**config.mk**
```make
export PLATFORM = sky130hd
export DESIGN_NAME = cordic_vec_iter
export DESIGN_NICKNAME = d
export VERILOG_FILES = /design/src/rtl/cordic_vec_iter.sv
export SDC_FILE = /design/constraint.sdc
export NUM_CORES = 1
export LEC_CHECK = 0
export CAP_MARGIN = 20
export CORE_ASPECT_RATIO = 0.75
export CORE_MARGIN = 2
export CORE_UTILIZATION = 45
export DETAILED_ROUTE_END_ITERATION = 8
export PLACE_DENSITY = 0.61
export SLEW_MARGIN = 30
export SYNTH_ARGS = -nofsm -noshare
export SYNTH_HDL_FRONTEND = slang
export SYNTH_SLANG_ARGS = --single-unit
```
**constraint.sdc**
```tcl
create_clock -name clock -period 7.4 [get_ports clock]
set_input_delay 1.48 -clock clock [delete_from_list [all_inputs] [get_ports clock]]
set_output_delay 1.48 -clock clock [all_outputs]
set_load 0.05 [all_outputs]
```
**src/rtl/cordic_vec_iter.sv**
```systemverilog
// Iterative CORDIC vectoring engine: (x, y) -> atan2 angle in Q15.16 degrees and magnitude.
// Define CORDIC_GAIN_COMP_EN to scale the magnitude by 1/K in an extra GAIN cycle.
module cordic_vec_iter #(
    parameter int N_ITER = 16,
    parameter int W_INT  = 34
) (
    input  logic             clock,
    input  logic             reset,
    input  logic             start,
    input  logic [31:0]      x_in,
    input  logic [31:0]      y_in,
    output logic             busy,
    output logic             done,
    output logic [31:0]      angle,
    output logic [W_INT-1:0] modulus
);

    localparam logic signed [31:0] Z_180 = 32'sd11796480;

    typedef enum logic [2:0] {
        S_IDLE,
        S_PRE,
        S_ROT,
        S_GAIN,
        S_DONE
    } state_t;

    state_t                  state;
    logic [4:0]              i;
    logic signed [W_INT-1:0] x;
    logic signed [W_INT-1:0] y;
    logic signed [W_INT-1:0] xs;
    logic signed [W_INT-1:0] ys;
    logic signed [31:0]      z;
    logic signed [31:0]      atan_i;

    function automatic logic signed [31:0] atan_lut(input logic [4:0] idx);
        case (idx)
            5'd0:    return 32'sd2949120;
            5'd1:    return 32'sd1740967;
            5'd2:    return 32'sd919879;
            5'd3:    return 32'sd466945;
            5'd4:    return 32'sd234379;
            5'd5:    return 32'sd117304;
            5'd6:    return 32'sd58666;
            5'd7:    return 32'sd29335;
            5'd8:    return 32'sd14668;
            5'd9:    return 32'sd7334;
            5'd10:   return 32'sd3667;
            5'd11:   return 32'sd1833;
            5'd12:   return 32'sd917;
            5'd13:   return 32'sd458;
            5'd14:   return 32'sd229;
            5'd15:   return 32'sd115;
            5'd16:   return 32'sd57;
            5'd17:   return 32'sd29;
            5'd18:   return 32'sd14;
            5'd19:   return 32'sd7;
            5'd20:   return 32'sd4;
            5'd21:   return 32'sd2;
            5'd22:   return 32'sd1;
            default: return 32'sd0;
        endcase
    endfunction

    always_comb begin
        xs     = x >>> i;
        ys     = y >>> i;
        atan_i = atan_lut(i);
    end

`ifdef CORDIC_GAIN_COMP_EN
    logic [W_INT+15:0] prod;
    always_comb prod = {16'd0, x} * (W_INT+16)'(39797);
`endif

    always_ff @(posedge clock) begin
        if (reset) begin
            state   <= S_IDLE;
            i       <= '0;
            x       <= '0;
            y       <= '0;
            z       <= '0;
            busy    <= 1'b0;
            done    <= 1'b0;
            angle   <= '0;
            modulus <= '0;
        end else begin
            done <= 1'b0;
            case (state)
                S_IDLE: begin
                    if (start) begin
                        x     <= {{(W_INT-32){x_in[31]}}, x_in};
                        y     <= {{(W_INT-32){y_in[31]}}, y_in};
                        i     <= '0;
                        state <= S_PRE;
                    end
                end
                S_PRE: begin
                    // Left half-plane: rotate by 180 deg; z sign follows the original y.
                    if (x[W_INT-1]) begin
                        x <= -x;
                        y <= -y;
                        z <= y[W_INT-1] ? -Z_180 : Z_180;
                    end else begin
                        z <= '0;
                    end
                    busy  <= 1'b1;
                    i     <= '0;
                    state <= S_ROT;
                end
                S_ROT: begin
                    if (!y[W_INT-1]) begin
                        x <= x + ys;
                        y <= y - xs;
                        z <= z + atan_i;
                    end else begin
                        x <= x - ys;
                        y <= y + xs;
                        z <= z - atan_i;
                    end
                    if (i == 5'(N_ITER - 1)) begin
                        i <= '0;
`ifdef CORDIC_GAIN_COMP_EN
                        state <= S_GAIN;
`else
                        state <= S_DONE;
`endif
                    end else begin
                        i <= i + 5'd1;
                    end
                end
`ifdef CORDIC_GAIN_COMP_EN
                S_GAIN: begin
                    x     <= prod[W_INT+15:16];
                    state <= S_DONE;
                end
`endif
                S_DONE: begin
                    angle   <= z;
                    modulus <= $unsigned(x);
                    done    <= 1'b1;
                    busy    <= 1'b0;
                    state   <= S_IDLE;
                end
                default: state <= S_IDLE;
            endcase
        end
    end

endmodule
```
==> results.toml <==
[outcome]
outcome = "finished clean"

[run]
cap_violations = 0

[floorplan]
die_w_microns = 253
dieArea_sq_mm = 0.0484
core-area_sq_mm = 0.0460
io_pins = 135
initial_core_util_pct = 45.6
die_h_microns = 191
rows = 68

[finish]
drive_gt1_share_pct = 10.2
area.growth.synth_to_final_pct = 11.2
final_common_cell = "a21oi_1"
final_cell_mix = "a21oi_1, nand2_1, nor2_1"
fin_area_sq_mm = 0.0233
finalNetCount = 2903
nFillCells = 4531

[sta]
fin_skew_ps = 22.0
min_period_ps = 6940
max_freq_mhz = 144
period_share_pct = 93.8
worst_slew_pin_slew_ps = 1060
slew_violations = 0
maxSlewHeadroom_pct = 29.2
final-setup-viol-count = 0
fin_tns_setup_ps = 0
hold_viol = 0
rsz0062_at_grt = "false"

[worst_setup_path]
required_ps = 7770
end_kind = "flop"
critPathArrivalTime_ps = 7310
reg2regPathDepth = 23
start_kind = "flop"
critPathKind = "flop to flop"
crit_fanout = 42

[synthesis]
ys_ff_latch = 198
yosysSeqAreaShare_pct = 18.9
ys_dominant_reg_cell = "dfxtp_1"
synth.top_cell.area_share_pct = 18.9
avgSynthCellArea_sq_um = 7.69
ys_warn_count = 0
synth-edff-count = 0
synth_cell_types = 101
netlist_instances = 2730
ys_top_cells_by_area = "dfxtp_1, mux4_2, a21oi_1"
syn_area_sq_mm = 0.0210
synth_fp_nets = 2910
yosysTopAreaCell = "dfxtp_1"
async_flop_share_pct = 0

[power_and_ir_drop]
power_leakage_nw = 8.71
p_total_mw = 5.29
vdd_drop_max_mv = 0.183
p_per_area_mw_per_mm2 = 227

[clock_network]
post_cts_buffers = 0
clk_latency_ps = 500
clk_pin_slew_ps = 100
cts_tree = "built"
hold_buffers = 0
cts_root_buffer = "clkbuf_16"
cts_resized = 0
cts.sinks = 198
cts_buffers = 17
ctsLongestPathBuffers = 2
htree_levels = 4

[drt]
drc = 0
first_iter_violations = 2306
via_per_inst = 6.44
vias = 21677
routedWlPerCell_microns = 23.6
postRouteAntennaNets = 0
wl_microns = 79400
dr.pass1.iters = 6

[global_routing]
grt.total_usage_pct = 32.6
grt_pass1_vias = 20447
grt_max_degree = 67
use_met2_pct = 48.4
antenna_found_initial = 1
grt_util_met1_pct = 47.1
grt_pass1_wl_microns = 122000
grt_busiest_layer = "met2"
grt_overflow_total = 0
met3_usage_pct = 7.86

[hold_path]
hold_path.class = "flop to flop"
min_delay_path_depth = 2

[placement]
finalWeightedCongestion = 1.00
hpwl_microns = 59000
placed_area_sq_mm = 0.0227
portBuffers = 134
-- per-stage QoR --
| stage | cells | hold slack, ps | worst slack, ps | utilization [%] |
|---|---|---|---|---|
| global placement | 3334 | 443 | 740 | 49.4 |
| CTS | 3366 | 456 | 610 | 50.7 |
| global route | 3366 | 469 | 20.2 | 50.7 |
| finish | 3367 | 454 | 460 | 50.7 |
| detailed placement | 3334 | 445 | 626 | 49.4 |
| floorplan | 2730 | 445 | 1390 | - |
-- cells in the mapped netlist (18+ instances only) --
master	instances
a21oi_1	303
o21ai_0	161
a221oi_1	24
nand2_1	299
nor2b_1	20
and2_1	20
a211oi_1	34
xor2_1	80
a22oi_1	20
or3_1	18
inv_1	55
buf_2	18
ha_1	110
and3_1	20
xnor2_1	111
mux2_2	46
clkbuf_1	165
o22ai_1	36
a31oi_1	35
nand3_1	47
mux4_2	77
mux2i_1	71
nor2_1	255
nor3_1	100
dfxtp_1	198
nand2b_1	36
a21o_1	42
buf_1	23
-- area by class of cell --
cell class | instances | area [sq um] | area share [%]
diodes | 1 | 2.50 | 0.0107
clock buffers | 20 | 458 | 1.96
clock inverters | 12 | 130 | 0.558
inverters | 59 | 221 | 0.949
multi-input cells | 2246 | 15900 | 68.1
flip-flops and latches | 198 | 3980 | 17.1
well taps | 630 | 788 | 3.38
repair buffers | 201 | 1870 | 8.01
-- routing by layer --
layer / vias up / part of all wire (%)
li1: 10034 / -
met1: 10462 / 45
met2: 1074 / 43
met3: 107 / 10
met4: 0 / 1.7
met5: - / 0
-- critical path, cell delays in order, from the launching register on --
cell	delay, ps
dfxtp_4	750
buf_4	380
mux2_2	220
or3_1	110
o2111ai_1	130
a222oi_1	950
nand2b_1	270
nor3_1	60
buf_4	180
and3_1	170
buf_4	160
o311ai_0	580
ha_1	410
a21o_1	210
a21o_1	180
a21oi_1	220
o21ai_0	130
a31oi_1	220
o21ai_0	160
or4_1	420
a31oi_1	240
xnor3_1	240
a221oi_1	300
a211oi_2	70
-- registers in the layout, indices dropped and copies added (netlist names) --
name     cells
y           34
state        3
x           34
done         1
modulus     34
z           32
angle       32
atan_i      22
busy         1
i            5
-- power by group --
part,total (mW),internal (mW),switching [mW]
registers,1.43,1.14,0.283
clock network,0.984,0.468,0.516
logic,2.88,1.22,1.65
total,5.29,2.84,2.45
-- kinds of logic after synthesis --
group	Yosys count	synth area share (%)
compound gates	832	25.0
xor+xnor	193	8.18
fa+ha+maj	113	6.84
buf+inv	286	5.79
flops	198	18.9
mux	201	14.9
simple gates	907	20.3
-- final timing paths --
kind                            startpoint  slack, ps                  endpoint
setup / recovery         i[1]$_SDFFE_PP0P_        460        y[33]$_SDFFE_PP0P_
hold / removal    modulus[10]$_SDFFE_PP0P_        450  modulus[10]$_SDFFE_PP0P_
setup reg to reg         i[1]$_SDFFE_PP0P_        460        y[33]$_SDFFE_PP0P_
hold reg to reg   modulus[10]$_SDFFE_PP0P_        450  modulus[10]$_SDFFE_PP0P_
Note: power is estimated with default switching activity, not from simulation.
==> variant (same settings) <==
Add an input register stage for `start`, `x_in` and `y_in`, without a reset; this delays them by one clock.
--- a/src/rtl/cordic_vec_iter.sv
+++ b/src/rtl/cordic_vec_iter.sv
@@ -25,4 +25,14 @@
         S_DONE
     } state_t;
+
+    logic start_q;
+    logic [31:0] x_q;
+    logic [31:0] y_q;
+
+    always_ff @(posedge clock) begin
+        start_q <= start;
+        x_q     <= x_in;
+        y_q     <= y_in;
+    end
 
     state_t                  state;
@@ -90,7 +100,7 @@
             case (state)
                 S_IDLE: begin
-                    if (start) begin
-                        x     <= {{(W_INT-32){x_in[31]}}, x_in};
-                        y     <= {{(W_INT-32){y_in[31]}}, y_in};
+                    if (start_q) begin
+                        x     <= {{(W_INT-32){x_q[31]}}, x_q};
+                        y     <= {{(W_INT-32){y_q[31]}}, y_q};
                         i     <= '0;
                         state <= S_PRE;
Check against the original RTL: not equivalent (a bounded check fails within 4 cycles, from zero or initial values and one cycle with reset high).
==> variant against the unedited design <==
- setup slack got worse by 87 ps
- total power rose by 25%
- via count rose by 2.5%
- largest cell class unchanged
- global-route usage fell by 0.24 points
- critical endpoint is now y[31]
- critical path type unchanged
- wire length rose by 6.0%
- cell area rose by 7.6%
- clock power rose by 58%
- area after synthesis rose by 5.5%
- sequential cell count rose by 65
- first-iteration DRC count rose by 19%
- combinational power rose by 13%
==> variant: results (changes against the unedited design) <==
----------------------------------------------------
[Run status]
  Outcome ... finished clean

[Clocking]
  Source-to-sink clock delay at the later pin of the worst-skew pair ... 600 ps (+100 ps)
  Clk buf depth ... 3 (+1)

[Worst hold path]
  Endpoint of the worst hold path ... angle[15]

[Synthesis]
  Count of different cell masters after synthesis ... 94 (-6.9%)
  Cells taking the most area after synthesis ... sky130_fd_sc_hd__dfxtp_1 24%, sky130_fd_sc_hd__mux4_2 9.7%, sky130_fd_sc_hd__a21oi_1 6.9%, sky130_fd_sc_hd__ha_1 6.2%, sky130_fd_sc_hd__xnor2_1 5.2%
  Synth Register Bits ... 263 (+33%)
  Post-Synthesis Net Count ... 2,929 (+0.65%)

[STA]
  Clock Skew ... 17.5 ps (-4.46 ps)

[Global routing]
  Met3 layer usage reported by global route ... 0.101 (+0.0226)
  Total GRT Usage ... 0.324 (-0.00235)

[Cells and area]
  Share of cells above drive strength 1 ... 0.115 (+0.0134)
  Register Area ... 5280 sq um (+33%)
  NumNets Final ... 2,963 (+2.1%)
  Fraction of area in clock buffers and inverters ... 0.0397 (+0.0145)
  Number of antenna diodes ... 0 (-1)

[Setup path]
  Max Fanout on Critical Path ... 45 (+7.1%)
  Largest incremental delay on the critical path ... 840 ps (-110 ps)
  Cell count of the worst reg-to-reg path ... 19 (-17%)
  Arrival time at the worst endpoint ... 7530 ps (+220 ps)
  R2R Path Start ... i[0]

[Detailed routing]
  Detailed-route wire length per cell ... 24.4 microns (+3.5%)
  Routed wire length on met2 ... 33,000 microns (-2.2%)
  Via count normalized by instance count ... 6.44 (about the same)

[Placement]
  Post-placement setup slack ... 567 ps (-58.6 ps)

[Power]
  Leakage component of the power ... 9.57 nW (+9.9%)
  Total power ... 0.00660 W (+25%)

----------------------------------------------------
variant: cell count changes after synthesis, sizes merged, moves of 15 or more:
| cell | change |
|---|---|
| mux4 | +15 |
| and3 | -15 |
| mux2 | -20 |
| xnor2 | +20 |
| dfxtp | +65 |
| o21ai | -17 |
variant: worst max path at each step:
| stage | from | to | slack [ps] | depth (start not counted) |
|---|---|---|---|---|
| finish | i[0] | y[31] | 370 | 19 |
| global route | i[1] | x[32] | 8 | 20 |
| CTS | i[0] | y[31] | 530 | 19 |
| detailed placement | i[0] | y[31] | 570 | 19 |
| global placement | i[0] | y[31] | 430 | 19 |
| floorplan | i[2] | y[31] | 1540 | 24 |
variant: kinds of logic after synthesis:
| logic type | count (synthesis) |
|---|---|
| buf+inv | 277 |
| flops | 263 |
| simple gates | 871 |
| mux | 182 |
| fa+ha+maj | 113 |
| compound gates | 842 |
| xor+xnor | 201 |
